File: src/rtl/arb_pkg.sv
// arb_pkg: shared helpers for the round-robin arbitrating mux.
package arb_pkg;
   function automatic int idx_w(input int n);
      return (n > 1) ? $clog2(n) : 1;
   endfunction
endpackage

File: src/rtl/arb_mux_rr_pick.sv
// rr_pick: combinational round-robin picker, first requester at or after ptr wins.
module rr_pick import arb_pkg::*; #(
   parameter int N = 2,
   localparam int IDXW = idx_w(N)
) (
   input  logic [N-1:0]    req,
   input  logic [IDXW-1:0] ptr,
   output logic [N-1:0]    grant,
   output logic [IDXW-1:0] grant_idx,
   output logic            any
);
   logic [IDXW-1:0] j;
   always_comb begin
      grant = '0;
      grant_idx = '0;
      any = 1'b0;
      j = '0;
      // Walk from the farthest slot back to ptr so the nearest requester lands last.
      for (int k = N - 1; k >= 0; k--) begin
         j = IDXW'((int'(ptr) + k) % N);
         if (req[j]) begin
            grant = '0;
            grant[j] = 1'b1;
            grant_idx = j;
            any = 1'b1;
         end
      end
   end
endmodule

File: src/rtl/arb_mux_rr.sv
// arb_mux_rr: N-channel round-robin arbitrating mux with a registered valid/ready output.
module arb_mux_rr import arb_pkg::*; #(
   parameter int WIDTH = 32,
   parameter int N = 2,
   localparam int IDXW = idx_w(N)
) (
   input  logic                 clk,
   input  logic                 rst,
   input  logic [N-1:0]         in_valid,
   input  logic [N*WIDTH-1:0]   in_data,
   output logic [N-1:0]         in_ready,
   output logic                 out_valid,
   output logic [WIDTH-1:0]     out_data,
   output logic [IDXW-1:0]      out_idx,
   input  logic                 out_ready
);
   logic [IDXW-1:0]  ptr_q, ptr_d, idx_q, idx_d, grant_idx;
   logic [WIDTH-1:0] data_q, data_d;
   logic [N-1:0]     grant;
   logic             valid_q, valid_d, any, can_load, xfer;
   rr_pick #(.N(N)) u_pick (
      .req       (in_valid),
      .ptr       (ptr_q),
      .grant     (grant),
      .grant_idx (grant_idx),
      .any       (any)
   );
   always_comb begin
      can_load = !valid_q || out_ready;
      xfer = can_load && any;
      in_ready = can_load ? grant : '0;
      valid_d = xfer || (valid_q && !out_ready);
      data_d = xfer ? in_data[int'(grant_idx)*WIDTH +: WIDTH] : data_q;
      idx_d = xfer ? grant_idx : idx_q;
      ptr_d = !xfer ? ptr_q : (grant_idx == IDXW'(N - 1)) ? '0 : grant_idx + IDXW'(1);
   end
   always_ff @(posedge clk) begin
      if (rst) begin
         valid_q <= 1'b0;
         data_q <= '0;
         idx_q <= '0;
         ptr_q <= '0;
      end else begin
         valid_q <= valid_d;
         data_q <= data_d;
         idx_q <= idx_d;
         ptr_q <= ptr_d;
      end
   end
   assign out_valid = valid_q;
   assign out_data = data_q;
   assign out_idx = idx_q;
endmodule

File: config.mk
export PLATFORM = sky130hd
export DESIGN_NAME = arb_mux_rr
export DESIGN_NICKNAME = d
export VERILOG_FILES = /design/src/rtl/arb_pkg.sv /design/src/rtl/arb_mux_rr_pick.sv /design/src/rtl/arb_mux_rr.sv
export SDC_FILE = /design/constraint.sdc
export NUM_CORES = 1
export LEC_CHECK = 0
export ABC_AREA = 1
export CORE_ASPECT_RATIO = 0.6
export CORE_MARGIN = 5
export CORE_UTILIZATION = 41
export DETAILED_ROUTE_END_ITERATION = 12
export PLACE_DENSITY_LB_ADDON = 0.12
export SYNTH_ARGS = -nofsm -noshare
export SYNTH_HDL_FRONTEND = slang
export SYNTH_SLANG_ARGS = --single-unit
File: constraint.sdc
create_clock -name clk -period 2.9 [get_ports clk]
set_clock_uncertainty 0.1 [all_clocks]
set_input_delay 0.58 -clock clk [delete_from_list [all_inputs] [get_ports clk]]
set_output_delay 0.58 -clock clk [all_outputs]
set_load 0.02 [all_outputs]
# After elaboration in Yosys (flattened, before gate mapping)
# Index checks and enable logic that the tools add are counted.
[word_totals]
word_cells = 35
output_inout_bits = 36
ram_bits = 0
regBits = 35
memories = 0
romBits = 0
in_bits = 69
latchBits = 0
[classes]
multipliers = 0
eq_ne = 0
n_lt_le_gt_ge = 4
shift = 1
n_reduce_logical = 8
div = 0
mux = 16
addsub = 2
bitwise_logic = 0
[ops]
columns = ["cell", "n"]
rows = [
  ["$shiftx 64x7->32", 1],
  ["$mux 1", 11],
  ["$mux 2", 3],
  ["$logic_and 1x1->1", 4],
  ["$lt 1x2->1 const B", 2],
  ["$add 1x1->1 const B", 2],
  ["$demux 1 s1", 2],
  ["$ge 1x1->1 const B", 2],
  ["$logic_not 1->1", 2],
  ["$logic_or 1x1->1", 2],
]

# Depth between registers and ports, before layout
[depth]
depth_word = 8
depth_mapped = 8
depth_no_buf = 7

# Hierarchy
# Synthesis repeated with hierarchy kept, for this count alone.
[hier_totals]
cells_unflattened = 329
hier_area_um2 = 2054.5
[modules_own_cells]
columns = ["mod", "area_per_inst_um2", "instances", "cells_per_inst", "seq_area_each_um2"]
rows = [
  ["arb_mux_rr", 2021.9, 1, 322, 700.7],
  ["rr_pick", 32.5, 1, 7, 0.0],
]

# Worst setup path before layout
# Ideal clock, no wire load.
[synth_path]
path_type = "in2out"
from = "input port out_ready"
to = "output port in_ready[0]"
arrival_time_ns = 1.160
path_buffers = 1
stages = 5
t_required_ns = 2.220
setup_slack_ns = 1.060
path_cell_list = "inv_1 -> nand2_4 -> nand3_2 -> buf_4 -> inv_1"
[synth_between]
elab_chain_len = 2
[synth_lines]
columns = ["element", "line", "text"]
rows = [
  ["start: declaration", "arb_mux_rr.sv:15", "input logic out_ready"],
  ["$logic_or 1x1->1", "arb_mux_rr.sv:29", "can_load = !valid_q || out_ready;"],
  ["$mux 2", "arb_mux_rr.sv:31", "in_ready = can_load ? grant : '0;"],
  ["end: declaration", "arb_mux_rr.sv:11", "output logic [N-1:0] in_ready,"],
]
# Every way passes these cells.

# Final worst setup path
[layout_path]
from = "input port in_valid[1]"
to = "output port in_ready[0]"
[layout_between]
elab_chain_len = 5
word_cells_on_any_way = 7
classes_between = "7 x mux"
[layout_lines]
columns = ["element", "line", "text"]
rows = [
  ["start: declaration", "arb_mux_rr.sv:9", "input logic [N-1:0] in_valid,"],
  ["$mux 1 (not written as such) (2 in series)", "arb_mux_rr_pick.sv:21", "if (req[j]) begin"],
  ["$mux 2", "arb_mux_rr_pick.sv:21", ""],
  ["$mux 2 *", "arb_mux_rr_pick.sv:21", ""],
  ["$mux 2 *", "arb_mux_rr.sv:31", ""],
]
# Mark *: on every way between the ends. The rest lies on a longest branch, timed or not. The select of a mux whose other input is x is not followed.

==> impl_metrics.json <==
{
  "drv_cap": 0,
  "tritoncts": "built",
  "cts_resized": 0,
  "gp_congestion": 0.759,
  "io_pins": 105,
  "drt-pass1-iter-count": 4,
  "hold_class": "register to register",
  "yosysTopAreaCellShare_pct": 37.3,
  "clkSinkCount": 35,
  "antennaDiodeCount": 0,
  "overflow": 0,
  "synth.largest_area_cell": "dfxtp_1",
  "root_buffer": "clkbuf_8",
  "via_count": 1907,
  "coreArea_um2": 4490,
  "peakVddDrop_mv": 0.309,
  "status": "completed",
  "setup_viol": 0,
  "die_w_um": 97.3,
  "port-buffer-count": 104,
  "clockBufferDepth": 2,
  "hold_violations": 0,
  "cellPowerDensity_nw_per_um2": 444,
  "die_h_um": 62.4,
  "holdBufCountCts": 0,
  "yosysWarnings": 0,
  "syn-instance-count": 295,
  "layout-drive-gt1-share_pct": 8.31,
  "dieArea_um2": 6070,
  "grt_max_degree": 36,
  "ant_nets": 0,
  "grt_pass1_wl_mm": 8.47,
  "rsz0062_at_grt": "false",
  "wl_mm": 5.19,
  "postCtsSetupBuffers": 0,
  "crit_type": "input port to primary output",
  "fin_util_pct": 67.0,
  "slew_headroom_pct": 69.4,
  "avgViaCountPerCell": 4.15,
  "synth_cell_type_count": 19,
  "area_growth_pct": 60.4,
  "wl_per_cell_um": 11.3,
  "tightest_slew_ns": 0.459,
  "track_usage_pct": 16.9,
  "synth_area_um2": 1880,
  "nets": 465,
  "min_period_ns": 2.62,
  "path_clk_slew_ns": 0.07,
  "grt_pass1_vias": 1745,
  "num_rows": 19,
  "arrival_ns": 1.94,
  "synth_seq_cells": 35,
  "synth_fp_nets": 364,
  "fin_crit_sh_pct": 90.3,
  "setup_tns_ns": 0,
  "fmax_mhz": 382,
  "route.detailed.drc": 0,
  "ys_top_cells_by_area": "dfxtp_1 (37%), nor2_1 (19%), inv_1 (14%), nand2_1 (6.6%), a21oi_1 (6.1%)",
  "p_leak_nw": 1.42,
  "dp_hpwl_mm": 3.66,
  "drt-initial-drc-count": 76,
  "maxSlewViolCount": 0,
  "start_kind": "input port",
  "cts_max_level": 2,
  "worst_ep_required_time_ns": 2.22,
  "cp_max_fo": 3,
  "numCtsBuffers": 5,
  "finalPower_w": 0.00134,
  "initial_utilization_pct": 41.8,
  "ys_seq_area_share_pct": 37.3,
  "final.fill_count": 391,
  "antenna_found_initial": 0,
  "critPathCaptureType": "primary output",
  "clock_latency_ns": 0.28,
  "syn_avg_cell_area_um2": 6.36
}
## cell type report
cell class | count | area [µm²] | share of cell area [%]
Sequential cell | 35 | 701 | 23.3
Timing Repair Buffer | 107 | 1060 | 35.3
Multi-Input combinational cell | 176 | 801 | 26.6
Tap cell | 63 | 78.8 | 2.62
Clock buffer | 8 | 100 | 3.33
Inverter | 71 | 267 | 8.85
## metal layers
layer	global-route usage [%]	routed length, µm	vias up
met5	0	0	-
met4	4.66	27	0
met3	6.91	373	4
met2	24.5	2250	55
met1	23.0	2540	803
li1	-	-	1045
## synthesized netlist by cell type
library cell / count
inv_1: 70
clkbuf_1: 3
a21oi_2: 11
nand2_4: 2
nand2_2: 5
buf_1: 1
o21ai_1: 1
buf_6: 5
buf_8: 1
nor2_2: 1
a31o_2: 1
buf_4: 3
a21oi_1: 23
nand3_2: 1
nor2_1: 97
nand2_1: 33
nand3_4: 1
inv_2: 1
dfxtp_1: 35
## flip-flops by register name, indices dropped and copies added, names as in the netlist
register	cells
out_valid	1
out_data	32
ptr_q	1
out_idx	1
## cells in the final DEF (no fill, tap or decap), drive strengths merged
cell type      count
a21oi             34
dfxtp             35
buf                3
a31o               1
nor2              98
o21ai              1
inv               71
nand3              2
clkdlybuf4s50    104
nand2             40
clkbuf             8
## path summary, 6_finish.rpt
kind / start / slack [ns] / end / cells after the start
max reg2reg: ptr_q / 1.34 / out_data[13] / 6
min: out_data[15] / 0.36 / out_data[15] / 2
min reg2reg: out_data[15] / 0.36 / out_data[15] / 2
max: in_valid[1] / 0.28 / in_ready[0] / 5
## metrics by stage
| step | setup WS (ns) | hold WS (ns) | cells | instance area, µm² |
|---|---|---|---|---|
| 2_1_floorplan | 1.06 | 0.398 | 295 | 1880 |
| 3_3_place_gp | 0.291 | 0.348 | 452 | 2910 |
| 3_5_place_dp | 0.277 | 0.352 | 452 | 2910 |
| 4_1_cts | 0.271 | 0.363 | 460 | 3010 |
| 5_1_grt | 0.204 | 0.381 | 460 | 3010 |
| 6_report | 0.281 | 0.362 | 460 | 3010 |
## power breakdown
group	total (W)	internal (W)	switching [W]
clock network	0.000390	0.000217	0.000173
registers	0.000544	0.000521	0.0000224
logic	0.000402	0.000204	0.000198
total	0.00134	0.000942	0.000394
## worst max-delay path, stage by stage
cell and delay [ns]:
clkdlybuf4s50_1 0.47, nand2_1 0.15, nand3_2 0.09, inv_1 0.06, clkdlybuf4s50_1 0.59
## cell families after synthesis
group                  count (synthesis)  share of synthesized area (%)
AND/OR/NAND/NOR                      140                           30.7
buffers and inverters                 84                           20.0
AO/OA/AOI/OAI                         36                           12.0
flip-flops                            35                           37.3
No activity file was read; power rests on OpenSTA's default activity.
